<file path="src/rtl/booth_seq_multiplier.sv">
// rtl/booth_seq_multiplier.sv - sequential radix-2 Booth multiplier with start/done handshake
module NOTgate (
    input  logic a_i,
    output logic y_o
);
    assign y_o = ~a_i;
endmodule

module booth_seq_multiplier #(
    parameter int WIDTH = 8
) (
    input  logic                 clk,
    input  logic                 rst_n,
    input  logic                 start,
    input  logic [WIDTH-1:0]     multiplicand,
    input  logic [WIDTH-1:0]     multiplier,
    output logic                 busy,
    output logic                 done,
    output logic [2*WIDTH-1:0]   product
);
    localparam int CW = $clog2(WIDTH + 1);
    localparam logic [CW-1:0] COUNT_INIT = CW'(WIDTH);

    typedef enum logic [1:0] {S_IDLE, S_RUN, S_DONE} state_e;

    state_e               state_q, state_d;
    logic [WIDTH:0]       a_q, a_d;
    logic [WIDTH-1:0]     q_q, q_d;
    logic                 q1_q, q1_d;
    logic [WIDTH:0]       m_q, m_d;
    logic [CW-1:0]        count_q, count_d;
    logic [2*WIDTH-1:0]   product_q, product_d;

    logic [WIDTH:0]       m_inv;
    logic [WIDTH:0]       neg_m;
    logic [WIDTH:0]       a_sum;
    logic [WIDTH:0]       a_sh;
    logic [WIDTH-1:0]     q_sh;

    // A and M carry one guard bit so that -M stays representable when M = -2^(WIDTH-1)
    for (genvar i = 0; i <= WIDTH; i++) begin : g_not
        NOTgate u_not (.a_i(m_q[i]), .y_o(m_inv[i]));
    end

    assign neg_m = m_inv + {{WIDTH{1'b0}}, 1'b1};

    always_comb begin
        a_sum = a_q;
        case ({q_q[0], q1_q})
            2'b01:   a_sum = a_q + m_q;
            2'b10:   a_sum = a_q + neg_m;
            default: a_sum = a_q;
        endcase
    end

    assign a_sh = {a_sum[WIDTH], a_sum[WIDTH:1]};
    assign q_sh = {a_sum[0], q_q[WIDTH-1:1]};

    always_ff @(posedge clk or negedge rst_n) begin
        if (!rst_n) begin
            state_q   <= S_IDLE;
            a_q       <= '0;
            q_q       <= '0;
            q1_q      <= 1'b0;
            m_q       <= '0;
            count_q   <= '0;
            product_q <= '0;
        end else begin
            state_q   <= state_d;
            a_q       <= a_d;
            q_q       <= q_d;
            q1_q      <= q1_d;
            m_q       <= m_d;
            count_q   <= count_d;
            product_q <= product_d;
        end
    end

    always_comb begin
        state_d = state_q;
        case (state_q)
            S_IDLE:  if (start) state_d = S_RUN;
            S_RUN:   if (count_q == CW'(1)) state_d = S_DONE;
            S_DONE:  state_d = S_IDLE;
            default: state_d = S_IDLE;
        endcase
    end

    always_comb begin
        a_d       = a_q;
        q_d       = q_q;
        q1_d      = q1_q;
        m_d       = m_q;
        count_d   = count_q;
        product_d = product_q;
        case (state_q)
            S_IDLE: begin
                if (start) begin
                    a_d     = '0;
                    q_d     = multiplier;
                    q1_d    = 1'b0;
                    m_d     = {multiplicand[WIDTH-1], multiplicand};
                    count_d = COUNT_INIT;
                end
            end
            S_RUN: begin
                a_d     = a_sh;
                q_d     = q_sh;
                q1_d    = q_q[0];
                count_d = count_q - CW'(1);
                if (count_q == CW'(1)) product_d = {a_sh[WIDTH-1:0], q_sh};
            end
            default: ;
        endcase
    end

    always_comb begin
        busy = 1'b0;
        done = 1'b0;
        case (state_q)
            S_RUN:   busy = 1'b1;
            S_DONE:  done = 1'b1;
            default: ;
        endcase
    end

    assign product = product_q;
endmodule

</file>
<file path="config.mk">
export PLATFORM = sky130hd
export DESIGN_NAME = booth_seq_multiplier
export DESIGN_NICKNAME = d
export VERILOG_FILES = /design/src/rtl/booth_seq_multiplier.sv
export SDC_FILE = /design/constraint.sdc
export NUM_CORES = 1
export LEC_CHECK = 0
export BUFFER_PORTS_ARGS = -buffer_cell sky130_fd_sc_hd__buf_2
export CORE_ASPECT_RATIO = 2
export CORE_UTILIZATION = 40
export CTS_CLUSTER_SIZE = 20
export DETAILED_ROUTE_END_ITERATION = 10
export MAX_ROUTING_LAYER = met4
export PLACE_DENSITY_LB_ADDON = 0.25
export SYNTH_ARGS = -nofsm -noshare
export SYNTH_HDL_FRONTEND = slang
export SYNTH_SLANG_ARGS = --single-unit
</file>
<file path="constraint.sdc">
create_clock -name clk -period 2 [get_ports clk]
set_input_delay 0.3 -clock clk [delete_from_list [all_inputs] [get_ports clk]]
set_output_delay 0.3 -clock clk [all_outputs]
set_load 0.03 [all_outputs]
</file>
==> impl_metrics.json, run 1 <==
{
  "drt_iter0_markers": 84,
  "dp_hpwl_um": 6150,
  "end_kind": "flip-flop",
  "hold_viol": 0,
  "worstPathArrival_ps": 2320,
  "wl_met3_um": 195,
  "cts_buffer_depth": 2,
  "vias_per_cell": 5.31,
  "routed.top_layer": "met4",
  "drive_gt1_share_pct": 34.5,
  "crit_chain": "ha_2 -> inv_2 -> fa_2 -> o21bai_4 -> a211oi_4 -> o311a_1 -> a21oi_2 -> o21ai_2 -> o31a_1",
  "rows": 43,
  "dpl.cell_count": 472,
  "yosys-top-cells-count": "nand2_1 (48), dfrtp_1 (47), o21ai_0 (32)",
  "p_switching_mw": 3.41,
  "max_freq_mhz": 467,
  "place_area_um2": 3450,
  "avgSynthCellArea_um2": 9.04,
  "yosys_register_bits": 47,
  "grt_pass1_vias": 2646,
  "root_buffer": "clkbuf_16",
  "gp_congestion": 0.955,
  "antenna_found_initial": 0,
  "num_antenna_cells": 0,
  "critPathKind": "reg2reg",
  "cts.clk_slew.worst_paths_ps": 70,
  "r2r_slack_ps": -140,
  "tns_ps": -807,
  "path_buf_inv": 1,
  "cp_slowest_stage_delay_ps": 380,
  "yosys_warnings": 0,
  "dr_wl_met2_um": 4500,
  "ys_top_cells_by_area": "dfrtp_1 (41%), ha_1 (8.8%), nand2_1 (6.3%)",
  "drt-met1-wl_um": 3030,
  "die_w_um": 61.6,
  "hold_class": "in2async",
  "fin_ws_ps": -139,
  "outcome": "finished with violations",
  "drcViolationCount": 0,
  "drv_slew": 0,
  "power_density_nw_per_um2": 1990,
  "synth_edf_count": 0,
  "cp_max_fo": 3,
  "grt-ovfl-total": 0,
  "finalClockSkew_ps": 3.43,
  "cts_tree": "built",
  "slowest_stage": "dfrtp_1",
  "share_seq_of_total_power_pct": 22.5,
  "timing.rr.end": "product[15]",
  "syn_inst": 314,
  "dr.pass1.iters": 4,
  "clkPwrFrac_pct": 11.0,
  "setup_viol": 10,
  "slew_headroom_pct": 58.8,
  "fin_crit_ps": 2140,
  "ys_seq_area_share_pct": 41.4,
  "yosysMostFrequentCell": "nand2_1",
  "htree_num_levels": 2,
  "fin_crit_sh_pct": 107,
  "fin_cells": 487,
  "cellLeakagePower_nw": 1.84,
  "cts_made_buffers": 5,
  "wire_per_inst_um": 16.7,
  "synth_fp_nets": 355,
  "p_comb_share_pct": 66.5,
  "rsz0062_at_grt": "true",
  "r2r_start": "a_q[0]",
  "cp-start-kind": "flip-flop",
  "die_area_um2": 7460,
  "routed_wl_um": 8150,
  "synth_top_area_share_pct": 41.4,
  "worst-slew-pin-transition_ps": 619,
  "violations": "negative setup slack",
  "final_area_um2": 3810,
  "synthDistinctLibCells": 55,
  "die_y_um": 121,
  "dr_total_vias": 2588,
  "pin_count": 37,
  "peakVddDrop_mv": 0.924,
  "grt_max_degree": 48,
  "sw_frac_of_total_pct": 45.0,
  "postRouteAntennaNets": 0,
  "area_growth_syn_to_layout_pct": 34.4,
  "track_usage_pct": 25.4,
  "rr_worst_depth": 9,
  "syn_area_um2": 2840,
  "clk_latency_ps": 290,
  "intPower_mw": 4.17,
  "grt_pass1_wl_um": 13300,
  "yosys_most_used_dff": "dfrtp_1",
  "clock_sinks": 47,
  "start_util_pct": 41.2,
  "hold_ws_ps": 95.0,
  "cap_violations": 0,
  "final_nets": 437,
  "cp.required_ps": 2180,
  "async_reset_ff_share_pct": 100,
  "synth_top_cell_by_area": "dfrtp_1",
  "core-area_um2": 6890,
  "path_delay_family": "compound AO/OA/AOI/OAI gates",
  "io_buffer_count": 36
}
## sequential cells by signal, indices dropped and copies added (netlist names)
signal,flops
a_q,8
count_q,4
m_q,8
product,16
q1_q,1
q_q,8
state_q,2
## how the worst max path moves through the flow
stage	startpoint	to	slack, ps	cells past startpoint
2_1_floorplan	m_q[1]	product[14]	-60	8
3_3_place_gp	m_q[2]	product[15]	-170	9
3_5_place_dp	m_q[2]	a_q[5]	-220	9
4_1_cts	m_q[0]	product[15]	-170	9
5_1_grt	m_q[0]	product[15]	-230	9
6_report	a_q[0]	product[15]	-140	9
## cells in the final DEF, fill, tap and decap left out, drive strengths merged, types with 3 or more instances in the layout
cell	netlist	routed
nor2	11	11
a32o	3	3
xnor2	4	4
a21oi	21	21
o22ai	6	6
mux2	3	3
ha	20	20
and3	4	4
nand2	48	48
a21o	3	3
a211oi	3	3
a22oi	5	5
inv	25	25
nor3	3	3
buf	5	91
dfrtp	47	47
o31ai	4	4
clkbuf	11	6
nand2b	7	7
nor2b	9	9
o21ai	34	34
## area by class of cell
class | count | area (µm²)
fillers | 679 | 3070
multi-input cells | 225 | 1680
flip-flops and latches | 47 | 1180
repair buffers | 91 | 604
clock buffers | 6 | 129
well taps | 90 | 113
inverters | 26 | 97.6
clock inverters | 2 | 12.5
## timing repair
item | CTS | global route
resized for setup | 17 | 20
hold buffers | 0 | 0
endpoints found under the setup margin | 12 | 14
pin swaps | 12 | 12
buffers inserted | 6 | 1
## routing by layer
metal	track usage (%)	vias up
met3	3.84	25
met1	27.7	1253
met5	-	-
met4	15.4	0
li1	-	1262
met2	41.5	48
## cell families (layout without fill, tap and decap cells)
logic type	after synthesis	after routing	share of synthesized area, %
AOI/OAI and AO/OA	99	99	22.7
xor gates and xnor gates	6	6	1.85
adders and majority gates	22	22	10.2
buffers and inverters	42	125	6.17
DFF	47	47	41.4
muxes	5	5	2.03
and+or+nand+nor	93	93	15.6
## through the flow
| stage | power (mW) | setup WS (ps) | util [%] |
|---|---|---|---|
| 4_1_cts | 7.29 | -167 | 53.9 |
| 3_3_place_gp | 6.06 | -169 | 50.1 |
| 5_1_grt | 8.16 | -232 | 55.4 |
| 2_1_floorplan | 4.55 | -63.5 | - |
| 3_5_place_dp | 6.11 | -223 | 50.1 |
| 6_report | 7.58 | -139 | 55.4 |
## power groups by stage
stage | registers (mW) | clock network, mW | logic (mW)
finish | 1.70 | 0.835 | 5.04
floorplan | 1.92 | 0 | 2.63
global route | 1.76 | 0.880 | 5.52
CTS | 1.70 | 0.849 | 4.74
detailed placement | 1.71 | 0 | 4.40
global placement | 1.69 | 0 | 4.37
Power figures use the tool's default switching activity.
==> inputs of run 2 (changes only) <==
PLACE_DENSITY = 0.7   (was not set)
PLACE_DENSITY_LB_ADDON = not set   (was 0.25)
clock period = 1.7 ns   (was 2 ns; I/O delays follow)
==> run 2 against run 1 <==
Against the previous run: first-iteration DRC count shrank 27%; register-to-register slack worse by 340 ps; fmax down 1.8%; worst setup slack worse by 340 ps; the flow still finishes with violations (negative setup slack); wire length decreased by 2.3%; critical endpoint unchanged.
==> impl_metrics.json, run 2 (same netlist as run 1, synthesis figures left out) <==
{
  "grt_pass1_wl_um": 12600,
  "power_density_nw_per_um2": 2330,
  "track_usage_pct": 23.9,
  "dp_hpwl_um": 5910,
  "drive_gt1_share_pct": 38.5,
  "cellLeakagePower_nw": 1.93,
  "wire_per_inst_um": 15.8,
  "core-area_um2": 6890,
  "max_freq_mhz": 459,
  "pin_count": 37,
  "dr_total_vias": 2675,
  "die_w_um": 61.6,
  "hold_ws_ps": 158,
  "startpoint": "a_q[0]",
  "clk_latency_ps": 290,
  "grt_max_degree": 48,
  "cp-start-kind": "flip-flop",
  "root_buffer": "clkbuf_16",
  "routed_wl_um": 7960,
  "r2r_start": "a_q[0]",
  "rsz0062_at_grt": "true",
  "mostFrequentLayoutCell": "buf_4",
  "hold_class": "in2reg",
  "grt-ovfl-total": 0,
  "violations": "negative setup slack",
  "critPathKind": "reg2reg",
  "worst-slew-pin-transition_ps": 622,
  "area_growth_syn_to_layout_pct": 40.4,
  "io_buffer_count": 36,
  "end_kind": "flip-flop",
  "cts_buffer_depth": 2,
  "slew_headroom_pct": 58.1,
  "outcome": "finished with violations",
  "fin_crit_ps": 2180,
  "drv_slew": 0,
  "hold_viol": 0,
  "clock_sinks": 47,
  "worstPathArrival_ps": 2360,
  "fin_util_pct": 57.9,
  "final_nets": 453,
  "min_from": "multiplicand[5]",
  "num_antenna_cells": 0,
  "cts_tree": "built",
  "drcViolationCount": 0,
  "postRouteAntennaNets": 0,
  "cap_violations": 0,
  "layout_common_cells": "buf_4 (64), nand2_1 (48), dfrtp_1 (46)",
  "fin_crit_sh_pct": 128,
  "cp_max_fo": 3,
  "vias_per_cell": 5.32,
  "die_area_um2": 7460,
  "die_y_um": 121,
  "cts_made_buffers": 5,
  "fin_ws_ps": -478,
  "cp.required_ps": 1880,
  "htree_num_levels": 2,
  "start_util_pct": 41.2,
  "drt_iter0_markers": 61,
  "largest_reg_flops": 16,
  "rows": 43,
  "finalClockSkew_ps": 5.69,
  "gp_congestion": 0.919,
  "antenna_found_initial": 0,
  "cts.clk_slew.worst_paths_ps": 70,
  "peakVddDrop_mv": 1.21,
  "dr.pass1.iters": 4,
  "grt_pass1_vias": 2666,
  "setup_viol": 14
}
[run 2: final cells by class]
cell class	instances	area [µm²]
fillers	617	2900
multi-input cells	225	1680
flip-flops and latches	47	1180
repair buffers	107	749
clock buffers	6	139
well taps	90	113
inverters	26	97.6
clock inverters	2	35.0
[run 2: worst paths after layout]
check,to,slack (ps),cells after the start
max in group asynchronous,a_q[1],980,3
worst min register to register,product[2],470,2
min in group asynchronous,m_q[5],450,3
worst max-delay path,product[15],-480,9
worst min-delay path,m_q[5],160,3
worst max register to register,product[15],-480,9
[run 2: metal layers]
metal,global-route usage [%],routed length (µm)
met1,24.1,2860
met2,41.7,4540
met3,3.84,240
met4,12.8,323
met5,-,0
[run 2: what timing repair did]
| item | in CTS | in global routing |
|---|---|---|
| gates resized for setup | 16 | 25 |
| hold endpoints to repair | 47 | 0 |
| hold buffers | 1 | 0 |
| pin swaps | 14 | 19 |
| setup endpoints to repair | 14 | 26 |
| buffers inserted | 1 | 8 |
[run 2: metrics by stage]
| step | TNS (ps) | worst slack (ps) | std cells | area [µm²] | total power [mW] |
|---|---|---|---|---|---|
| after floorplan | -2670 | -363 | 314 | 2900 | 5.40 |
| after global placement | -4400 | -453 | 486 | 3580 | 7.28 |
| after detailed placement | -5110 | -525 | 486 | 3580 | 7.39 |
| after CTS | -4600 | -473 | 496 | 3850 | 8.88 |
| after global routing | -5990 | -564 | 503 | 3990 | 9.93 |
| final | -4780 | -478 | 503 | 3990 | 9.29 |
[run 2: power breakdown]
part | switching (mW) | leakage, nW | total, mW | internal [mW]
clock network | 0.453 | 0.0868 | 1.19 | 0.733
logic | 3.22 | 1.25 | 6.12 | 2.89
registers | 0.369 | 0.592 | 1.99 | 1.62
total | 4.05 | 1.93 | 9.29 | 5.24
[run 2: worst max-delay path, cell delays in order (launching register included)]
cell and delay, ps:
dfrtp_1 380, ha_2 220, inv_2 50, fa_2 370
o21bai_4 190, a211oi_2 110, o311a_1 290, a21oi_1 120
o21ai_1 90, o31a_1 250
